$ cat src/rtl/sram_arbiter.sv
// sram_arbiter: round-robin arbiter sharing one asynchronous SRAM between port A (CPU) and port B (PPU/loader).
// Latency: request sampled at edge t -> SRAM strobes for ACC_CYC cycles, ack pulse in cycle t+ACC_CYC+1.
// Backpressure: requesters hold req until their ack; one access in flight, one access per ACC_CYC+2 cycles.
// Ports: m_clock / p_reset (async, active-high);
//        a_* / b_*  : req, we, be, addr, wdata in; ack pulse and registered rdata out;
//        SRAM_*     : registered active-low strobes, DEn (0 = drive Dout onto pad), ADDR, Dout; Din from pad.
module sram_arbiter #(
  parameter int ACC_CYC = 3
) (
  input  logic        m_clock,
  input  logic        p_reset,
  input  logic        a_req,
  input  logic        a_we,
  input  logic [1:0]  a_be,
  input  logic [17:0] a_addr,
  input  logic [15:0] a_wdata,
  output logic        a_ack,
  output logic [15:0] a_rdata,
  input  logic        b_req,
  input  logic        b_we,
  input  logic [1:0]  b_be,
  input  logic [17:0] b_addr,
  input  logic [15:0] b_wdata,
  output logic        b_ack,
  output logic [15:0] b_rdata,
  output logic        SRAM_CEn,
  output logic        SRAM_OEn,
  output logic        SRAM_WEn,
  output logic        SRAM_LBn,
  output logic        SRAM_UBn,
  output logic        SRAM_DEn,
  output logic [17:0] SRAM_ADDR,
  input  logic [15:0] SRAM_Din,
  output logic [15:0] SRAM_Dout
);

  typedef enum logic [1:0] {IDLE, ACCESS, DONE} state_t;

  localparam int CW = 4;
  localparam logic [CW-1:0] LAST_CNT   = CW'(ACC_CYC - 1);
  localparam logic [CW-1:0] WE_LAST_CNT = CW'(ACC_CYC - 2);

  state_t        state;
  logic [CW-1:0] acc_cnt;
  logic [CW-1:0] cnt_nxt;
  logic          last_grant;  // 1 = port B was granted last
  logic          gnt_b;       // port owning the current access
  logic          lat_we;
  logic [1:0]    lat_be;

  logic          pick_b;
  logic          sel_we;
  logic [1:0]    sel_be;
  logic [17:0]   sel_addr;
  logic [15:0]   sel_wdata;

  // B wins when it is alone, or on a tie when A was served last.
  always_comb begin
    pick_b    = b_req & (~a_req | ~last_grant);
    sel_we    = pick_b ? b_we    : a_we;
    sel_be    = pick_b ? b_be    : a_be;
    sel_addr  = pick_b ? b_addr  : a_addr;
    sel_wdata = pick_b ? b_wdata : a_wdata;
    cnt_nxt   = acc_cnt + 1'b1;
  end

  always_ff @(posedge m_clock or posedge p_reset) begin
    if (p_reset) begin
      state      <= IDLE;
      acc_cnt    <= '0;
      last_grant <= 1'b1;
      gnt_b      <= 1'b0;
      lat_we     <= 1'b0;
      lat_be     <= 2'b00;
      SRAM_CEn   <= 1'b1;
      SRAM_OEn   <= 1'b1;
      SRAM_WEn   <= 1'b1;
      SRAM_LBn   <= 1'b1;
      SRAM_UBn   <= 1'b1;
      SRAM_DEn   <= 1'b1;
      SRAM_ADDR  <= '0;
      SRAM_Dout  <= '0;
      a_ack      <= 1'b0;
      b_ack      <= 1'b0;
      a_rdata    <= '0;
      b_rdata    <= '0;
    end else begin
      a_ack <= 1'b0;
      b_ack <= 1'b0;
      case (state)
        IDLE: begin
          if (a_req | b_req) begin
            state      <= ACCESS;
            acc_cnt    <= '0;
            gnt_b      <= pick_b;
            last_grant <= pick_b;
            lat_we     <= sel_we;
            lat_be     <= sel_be;
            SRAM_ADDR  <= sel_addr;
            if (sel_we) SRAM_Dout <= sel_wdata;
            SRAM_CEn   <= 1'b0;
            SRAM_OEn   <= sel_we;
            SRAM_WEn   <= 1'b1;   // first cycle of a write is address/data setup
            SRAM_DEn   <= ~sel_we;
            SRAM_LBn   <= ~sel_be[0];
            SRAM_UBn   <= ~sel_be[1];
          end
        end
        ACCESS: begin
          if (acc_cnt == LAST_CNT) begin
            state    <= DONE;
            SRAM_CEn <= 1'b1;
            SRAM_OEn <= 1'b1;
            SRAM_WEn <= 1'b1;
            SRAM_LBn <= 1'b1;
            SRAM_UBn <= 1'b1;
            SRAM_DEn <= 1'b1;
            a_ack    <= ~gnt_b;
            b_ack    <= gnt_b;
            // Read data settled by now; disabled byte lanes keep their old contents.
            if (!lat_we) begin
              if (gnt_b) begin
                if (lat_be[0]) b_rdata[7:0]  <= SRAM_Din[7:0];
                if (lat_be[1]) b_rdata[15:8] <= SRAM_Din[15:8];
              end else begin
                if (lat_be[0]) a_rdata[7:0]  <= SRAM_Din[7:0];
                if (lat_be[1]) a_rdata[15:8] <= SRAM_Din[15:8];
              end
            end
          end else begin
            acc_cnt  <= cnt_nxt;
            // WEn low only strictly inside the window; last cycle is data hold.
            SRAM_WEn <= ~(lat_we && (cnt_nxt <= WE_LAST_CNT));
          end
        end
        DONE: begin
          state   <= IDLE;
          acc_cnt <= '0;
        end
        default: state <= IDLE;
      endcase
    end
  end

endmodule

$ cat config.mk
export PLATFORM = sky130hd
export DESIGN_NAME = sram_arbiter
export DESIGN_NICKNAME = d
export VERILOG_FILES = /design/src/rtl/sram_arbiter.sv
export SDC_FILE = /design/constraint.sdc
export NUM_CORES = 1
export LEC_CHECK = 0
export CORE_AREA = 2 2 110 86
export CTS_CLUSTER_SIZE = 16
export DETAILED_ROUTE_END_ITERATION = 7
export DIE_AREA = 0 0 112 88
export PLACE_DENSITY = 0.92
export SLEW_MARGIN = 5
export SYNTH_ARGS = -nofsm -noshare
export SYNTH_HDL_FRONTEND = slang
export SYNTH_SLANG_ARGS = --single-unit
$ cat constraint.sdc
create_clock -name m_clock -period 4.22 [get_ports m_clock]
set_input_delay 0.844 -clock m_clock [delete_from_list [all_inputs] [get_ports m_clock]]
set_output_delay 0.844 -clock m_clock [all_outputs]
set_load 0.005 [all_outputs]
==> results of run 1 <==
==> flip-flops by register name, indices dropped and copies added (netlist names) <==
name        cells
SRAM_ADDR      18
SRAM_Dout      16
a_rdata        16
b_rdata        16
acc_cnt         4
lat_be          2
state           2
SRAM_CEn        1
SRAM_DEn        1
SRAM_LBn        1
SRAM_OEn        1
SRAM_UBn        1
SRAM_WEn        1
a_ack           1
b_ack           1
gnt_b           1
last_grant      1
lat_we          1
==> metrics by stage <==
stage          instances  area, sq um
2_1_floorplan        318         3680
3_3_place_gp         587         5460
3_5_place_dp         587         5460
4_1_cts              603         5790
5_1_grt              603         5790
6_report             603         5790
==> worst register-to-register path: cells and delay by family (launching register included) <==
| kind | cells | cell delay [ns] |
|---|---|---|
| buf+inv | 2 | 0.30 |
| flops | 1 | 0.41 |
| mux | 1 | 0.44 |
| fa+ha+maj | 1 | 0.14 |
| simple gates | 3 | 0.85 |
==> placed cells by master, fill, tap and decap left out, types with 2 or more instances in the layout <==
cell,instances
clkdlybuf4s50_1,167
dfrtp_1,78
nor2_1,40
nand2_1,32
mux2_2,26
o21ai_0,23
mux2i_1,21
o22ai_1,18
nor3_1,17
clkbuf_16,9
mux2_4,8
dfstp_2,7
inv_1,4
nand3_1,4
o21a_1,3
ha_1,3
buf_4,3
and2b_2,2
nand4b_1,2
clkinv_2,2
a22oi_1,2
bufinv_16,2
clkinv_4,2
clkbuf_8,2
==> report_power, final <==
part           total (mW)  switching [mW]  internal, mW
Combinational        1.65           0.627          1.03
Sequential           1.49           0.264          1.22
Clock               0.858           0.306         0.551
Total                4.00            1.20          2.80
==> cell type report <==
type	count	area (sq um)
fill	700	2990
clock inverter	5	82.6
sequential	85	2140
timing repair buffer	170	1690
tap	112	140
multi-input combinational	214	1460
inverter	6	23.8
clock buffer	11	253
==> path summary, 6_finish.rpt <==
path / startpoint / end / slack [ns] / cells after the start
worst max-delay path: b_req / SRAM_Dout[6] / 1.49 / 6
worst min-delay path: SRAM_CEn / SRAM_CEn / 0.47 / 2
worst max register to register: acc_cnt[0] / b_rdata[4] / 1.97 / 7
worst min register to register: SRAM_CEn / SRAM_CEn / 0.47 / 2
max in group asynchronous: p_reset / SRAM_ADDR[14] / 2.23 / 3
min in group asynchronous: p_reset / a_rdata[4] / 0.84 / 2
==> logic make-up (layout without fill, tap and decap cells) <==
family          after synthesis  count (layout)  share of synthesized area
fa+ha+maj                     3               3                     0.0102
mux                          55              55                      0.170
xor+xnor                      1               1                    0.00238
buf+inv                      19             192                     0.0228
compound gates               53              53                     0.0875
simple gates                102             102                      0.127
flops                        85              85                      0.581
==> layer usage <==
metal | vias up | part of all wire | global-route usage
met1 | 1491 | 0.39 | 0.226
li1 | 1459 | - | -
met2 | 123 | 0.53 | 0.375
met5 | - | 0 | 0
met3 | 16 | 0.065 | 0.0554
met4 | 0 | 0.018 | 0.0809
==> reports/metrics.csv, run 1 <==
metric,value,unit
gr ovfl total,0,
CTS tree,yes,
maxcap violations,0,
die area,0.00986,sq mm
Initial Util,0.419,
hold_buf cts,0,
final hold violation count,0,
core area,0.00878,sq mm
Total Power Consumption,4.00,mW
vias in the first global route,3254,
syn nets,415,
DR vias/cell,5.12,
Total GRT Usage,0.203,
Netlist cell types,35,
"FFs w/ async S/R, synth",1.00,
initial antenna violation count,0,
outcome,"complete, no violations",
cell taking the most area after synthesis,dfrtp_1,
"Slew Viols, Final",0,
area delta synth->final,57.6,%
CTS Root Cell,clkbuf_16,
DR DRC count,0,
post-synthesis sequential area ratio,0.581,
RSZ-0062 raised after global routing,no,
antenna cells,0,
critical path arrival,2.93,ns
clock skew,0.00781,ns
crit path buf inv count,2,
Fin Hold WS,0.469,ns
Peak VDD IR,0.372,mV
largest net degree at the start of global routing,65,
Rows,30,
critical path capture point type,flip-flop,
fin crit share,0.646,
top post-synthesis cells by count,"dfrtp_1, nor2_1, nand2_1",
nets,583,
final worst path period need,2.73,ns
HPWL after DPL,7520,um
drt pass-1 iters,4,
post-synth design cell area,0.00368,sq mm
Final setup viols,0,
Crit Path Category,primary input to flip-flop,
Setup WS post-layout,1.49,ns
most common cell in the netlist,dfrtp_1,
drt initial violations,95,
synth top area cells,"dfrtp_1, mux2_2, mux2i_1",
leak pwr,2.50,nW
GP Congestion,0.785,
power density over the cells,690,mW/mm^2
H-tree depth,3,
Post-synth EDFFs,0,
Yosys warning total,0,
crit path cell chain,clkdlybuf4s50_1 > a21boi_2 > buf_4 > nand3_1 > o22ai_1 > nor3_1,
slew margin rel.,0.129,
#FFs+latches synth,85,
share of cells above drive strength 1,0.141,
Avg Inst Size Synth,11.6,sq um
Detailed Route WL,9930,um
Worst-Margin Slew,1.30,ns
worst skew pair latency,0.33,ns
"Reg clk slew, reported paths",0.06,ns
Required @ worst endpoint,4.42,ns
first-pass GRT wire length,15800,um
Synth top area share,0.531,
CTS buffer count,9,
setup TNS,0,ns
clk sinks,85,
Fmax achieved,367,MHz
Port Buf Inserts,167,
CP Launch Type,primary input,
post-CTS resize count,0,
Die X,112,um
I/O pins,168,
slowest CP cell,clkdlybuf4s50_1,
slowest cell delay on critical path,0.56,ns
dpl ws,1.15,ns
"Primary FF master, synth",dfrtp_1,
post-route ant nets,0,
hold crit path type,flip-flop to flip-flop,
wire per inst,16.5,um
Mapped Cells,318,
post-CTS setup buffer count,0,
Top delay family on crit path,buffers and inverters,
Max Root-Sink Buffers,2,
Die Y,88,um
final core occ,0.660,
via count,3089,
"Max FO, Critical Path",23,
No activity file was read; power rests on OpenSTA's default activity.
==> run 2, diff against run 1 <==
--- a/config.mk
+++ b/config.mk
@@ -5,11 +5,11 @@
 export SDC_FILE = /design/constraint.sdc
 export NUM_CORES = 1
 export LEC_CHECK = 0
-export CORE_AREA = 2 2 110 86
+export CORE_AREA = 2 2 112 87
 export CTS_CLUSTER_SIZE = 16
 export DETAILED_ROUTE_END_ITERATION = 7
-export DIE_AREA = 0 0 112 88
-export PLACE_DENSITY = 0.92
+export DIE_AREA = 0 0 114 89
+export PLACE_DENSITY = 0.9
 export SLEW_MARGIN = 5
 export SYNTH_ARGS = -nofsm -noshare
 export SYNTH_HDL_FRONTEND = slang
==> constraint.sdc (replaced) <==
create_clock -name m_clock -period 2.7 [get_ports m_clock]
set_input_delay 0.54 -clock m_clock [delete_from_list [all_inputs] [get_ports m_clock]]
set_output_delay 0.54 -clock m_clock [all_outputs]
set_load 0.005 [all_outputs]
==> run 2 against run 1 <==
Net effect: register-to-register slack worse by 1.6 ns; routed wire length is 1.3% lower; via count shrank 1.3%; critical path depth is 1 higher; die area increased by 2.9%; worst setup slack got worse by 1.1 ns; non-clock buffer count increased by 2; first-iteration DRC count increased by 12%; critical path type is now flip-flop to flip-flop; largest cell class unchanged; largest power group unchanged; highest routed layer unchanged.
==> reports/metrics.csv, run 2 (synthesis gave the netlist of run 1 again) <==
metric,value,unit
most frequent cells in the layout,"clkdlybuf4s50_1, dfrtp_1, nor2_1",
I/O pins,168,
post-route insts no fill,605,
Reg with most FFs,SRAM_ADDR,
Detailed Route WL,9800,um
H-tree depth,3,
CP Launch Type,flip-flop,
hold crit path type,flip-flop to flip-flop,
post-CTS setup buffer count,0,
crit path cell chain,inv_1 > ha_1 > nor3b_2 > nand3_2 > clkinv_1 > nand4b_1 > mux2_2,
CTS buffer count,9,
drt initial violations,106,
critical path arrival,2.53,ns
die area,0.0101,sq mm
via count,3050,
HPWL after DPL,7300,um
gr ovfl total,0,
Fmax achieved,432,MHz
"Reg clk slew, reported paths",0.06,ns
post-CTS resize count,0,
Peak VDD IR,0.482,mV
clk sinks,85,
RR Startpoint,acc_cnt[0],
Required @ worst endpoint,2.91,ns
setup TNS,0,ns
outcome,"complete, no violations",
final worst path period need,2.32,ns
Max Root-Sink Buffers,2,
area delta synth->final,56.8,%
"Max FO, Critical Path",8,
largest net degree at the start of global routing,86,
Worst-Margin Slew,0.652,ns
CTS tree,yes,
critical path capture point type,flip-flop,
initial antenna violation count,0,
max reg flops,18,
Rows,30,
Crit Path Category,flip-flop to flip-flop,
Port Buf Inserts,167,
leak pwr,2.48,nW
vias in the first global route,3204,
maxcap violations,0,
share of cells above drive strength 1,0.136,
first-pass GRT wire length,15500,um
slew margin rel.,0.564,
Initial Util,0.411,
drt pass-1 iters,4,
wire per inst,16.2,um
GP Congestion,0.849,
Setup crit start,acc_cnt[0],
antenna cells,0,
"commonest non-fill, non-tap cell in the layout",clkdlybuf4s50_1,
Setup WS post-layout,0.385,ns
min-delay src,SRAM_CEn,
Total GRT Usage,0.197,
DR vias/cell,5.04,
Final setup viols,0,
fin crit share,0.858,
DR DRC count,0,
nets,585,
final core occ,0.645,
final hold violation count,0,
Cells after DPL,589,
post-route ant nets,0,
post-placement cell area,0.00550,sq mm
Total Power Consumption,6.03,mW
Fin Hold WS,0.462,ns
core area,0.00893,sq mm
clock skew,0.00704,ns
worst skew pair latency,0.33,ns
RSZ-0062 raised after global routing,no,
slowest CP cell,nand4b_1,
post-route cell area,0.00576,sq mm
slowest cell delay on critical path,0.44,ns
dpl ws,0.332,ns
hold_buf cts,0,
Die Y,89,um
CTS Root Cell,clkbuf_16,
Die X,114,um
"Slew Viols, Final",0,
power density over the cells,1050,mW/mm^2
==> run 2: final timing paths <==
check | cells after the start | slack (ns) | endpoint
max in group asynchronous | 3 | 1.64 | SRAM_UBn
min | 2 | 0.46 | SRAM_CEn
min in group asynchronous | 3 | 0.68 | b_rdata[9]
min reg2reg | 2 | 0.46 | SRAM_CEn
max reg2reg | 7 | 0.38 | b_rdata[8]
max | 7 | 0.38 | b_rdata[8]
==> run 2: layer usage <==
layer	wire, um	share of wire	vias up	global-route usage
met2	5170	0.53	110	0.351
met1	3830	0.39	1464	0.230
met5	0	0	-	0
met3	735	0.075	8	0.0678
li1	-	-	1468	-
met4	63	0.0064	0	0.0521
==> run 2: critical path, delay by kind of cell (launching register included) <==
| kind | cells | cell delay [ns] |
|---|---|---|
| adder cells (fa/ha/maj) | 1 | 0.15 |
| buffers and inverters | 2 | 0.32 |
| AND/OR/NAND/NOR | 3 | 0.87 |
| multiplexers | 1 | 0.44 |
| flip-flops | 1 | 0.42 |
==> run 2: area by class of cell <==
class / count / area [sq um]
clock buffer: 14 / 254
clock inverter: 2 / 10.0
fill: 693 / 3170
inverter: 6 / 26.3
multi-input combinational: 214 / 1460
sequential: 85 / 2140
tap: 112 / 140
timing repair buffer: 172 / 1730
==> run 2: report_power, final <==
group          switching [mW]  total, mW  internal [mW]
Clock                   0.452       1.10          0.646
Sequential              0.409       2.32           1.91
Combinational           0.978       2.61           1.63
==> run 3, diff against run 2 <==
--- a/config.mk
+++ b/config.mk
@@ -5,11 +5,13 @@
 export SDC_FILE = /design/constraint.sdc
 export NUM_CORES = 1
 export LEC_CHECK = 0
+export ABC_AREA = 0
 export CORE_AREA = 2 2 112 87
 export CTS_CLUSTER_SIZE = 16
 export DETAILED_ROUTE_END_ITERATION = 7
 export DIE_AREA = 0 0 114 89
-export PLACE_DENSITY = 0.9
+export GPL_TIMING_DRIVEN = 0
+export PLACE_DENSITY = 0.91
 export SLEW_MARGIN = 5
 export SYNTH_ARGS = -nofsm -noshare
 export SYNTH_HDL_FRONTEND = slang
==> run 3 against run 2 <==
Net effect: clock power increased by 22%; routed wire length increased by 5.8%; cell area increased by 1.6%; largest cell class unchanged; highest routed layer unchanged.
==> reports/metrics.csv, run 3 (synthesis gave the netlist of run 1 again) <==
metric,value,unit
critical path capture point type,flip-flop,
Final setup viols,0,
Storage cell area,0.00214,sq mm
Hold Path End,last_grant,
DR vias/cell,5.19,
Required @ worst endpoint,2.92,ns
slew margin rel.,0.556,
hold_buf cts,0,
Die Y,89,um
final hold violation count,0,
drt initial violations,138,
sw frac,0.305,
CTS tree,yes,
fin crit share,0.847,
clock skew,0.00692,ns
Fmax achieved,437,MHz
hold crit path type,flip-flop to flip-flop,
critical path arrival,2.51,ns
Total Power Consumption,6.28,mW
power density over the cells,1070,mW/mm^2
H-tree depth,3,
CTS buffer count,9,
Peak VDD IR,0.517,mV
worst reg2reg path depth,7,
outcome,"complete, no violations",
Pint,4.37,mW
GP Congestion,0.821,
post-route ant nets,0,
area delta synth->final,59.3,%
vias in the first global route,3326,
die area,0.0101,sq mm
initial antenna violation count,0,
Worst-Margin Slew,0.665,ns
Port Buf Inserts,167,
nets,595,
Rows,30,
Worst R2R Setup Slack,0.44,ns
share of cells above drive strength 1,0.141,
Detailed Route WL,10400,um
largest net degree at the start of global routing,41,
min-delay src,last_grant,
multi-input logic area,0.00146,sq mm
I/O pins,168,
core area,0.00893,sq mm
"Max FO, Critical Path",10,
Psw,1.92,mW
antenna cells,0,
drt pass-1 iters,4,
DR DRC count,0,
hold path depth,2,
maxcap violations,0,
Reg power frac,0.368,
Die X,114,um
reg2reg end,b_rdata[5],
first-pass GRT wire length,16700,um
Total GRT Usage,0.215,
max reg flops,18,
final worst path period need,2.29,ns
Max Root-Sink Buffers,2,
combinational share of power,0.420,
wire per inst,16.9,um
Crit Path Category,primary input to flip-flop,
via count,3190,
gr ovfl total,0,
Filler cells,708,
RSZ-0062 raised after global routing,no,
HPWL after DPL,7890,um
Initial Util,0.411,
"Reg clk slew, reported paths",0.06,ns
clk sinks,85,
post-CTS setup buffer count,0,
setup TNS,0,ns
"Slew Viols, Final",0,
leak pwr,2.52,nW
Reg with most FFs,SRAM_ADDR,
post-CTS resize count,0,
worst skew pair latency,0.33,ns
CTS Root Cell,clkbuf_16,
Clk pwr share,0.213,
CP Launch Type,primary input,
RR Startpoint,acc_cnt[0],
"commonest non-fill, non-tap cell in the layout",clkdlybuf4s50_1,
most frequent cells in the layout,"clkdlybuf4s50_1, dfrtp_1, nor2_1",
==> run 3: changes by cell type in the layout (fill, tap and decap cells not counted) <==
cell        delta
bufinv_16      +2
buf_1          +2
buf_2          +4
buf_4          -3
a21boi_2       -1
o21ai_1        +1
clkbuf_1       +2
buf_6          +1
o21ai_2        -1
a21boi_1       +1
clkinv_4       +1
clkinvlp_4     +1
==> run 3: critical path, cell delays in order <==
cell             delay, ns
clkdlybuf4s50_1       0.56
a21boi_1              0.41
nand3_1               0.33
clkbuf_1              0.33
o22ai_1               0.24
nor3_1                0.09
==> run 3: through the flow <==
step           cells  setup WS, ns   util  instance area (sq um)  hold WS [ns]
2_1_floorplan    318         0.701      -                   3680         0.447
6_report         615         0.412  0.656                   5860         0.480
4_1_cts          615         0.410  0.656                   5860         0.482
5_1_grt          615         0.228  0.656                   5860         0.495
3_5_place_dp     599        0.0829  0.619                   5530         0.470
3_3_place_gp     597         0.203  0.615                   5490         0.445
==> run 3: per-layer routing <==
metal | global-route usage | wire length (um) | part of all wire | vias to the layer above
met2 | 0.383 | 5390 | 0.52 | 111
li1 | - | - | - | 1480
met5 | 0 | 0 | 0 | -
met4 | 0.0754 | 164 | 0.016 | 0
met3 | 0.0617 | 617 | 0.060 | 15
met1 | 0.252 | 4190 | 0.40 | 1584
==> run 3: power by group through the flow <==
stage | Sequential (mW) | Clock (mW) | Combinational [mW]
detailed placement | 2.32 | 0 | 2.65
floorplan | 2.31 | 0 | 1.10
global route | 2.39 | 1.41 | 2.88
finish | 2.31 | 1.34 | 2.64
CTS | 2.31 | 1.36 | 2.67
global placement | 2.28 | 0 | 2.54
==> run 3: layout make-up <==
class | count | area share
flip-flops and latches | 85 | 0.365
well taps | 112 | 0.0239
repair buffers | 169 | 0.292
multi-input cells | 214 | 0.249
inverters | 6 | 0.00449
plain buffers | 13 | 0.0105
clock inverters | 6 | 0.0147
clock buffers | 10 | 0.0408
==> run 3: worst max path at each step <==
stage	startpoint	end	slack, ns	cells past startpoint
after global routing	acc_cnt[0]	b_rdata[5]	0.23	7
final	b_req	SRAM_Dout[0]	0.41	6
after CTS	acc_cnt[0]	b_rdata[5]	0.41	7
after detailed placement	b_req	lat_be[1]	0.08	6
after floorplan	acc_cnt[0]	a_rdata[10]	0.70	7
after global placement	b_req	lat_be[1]	0.20	6
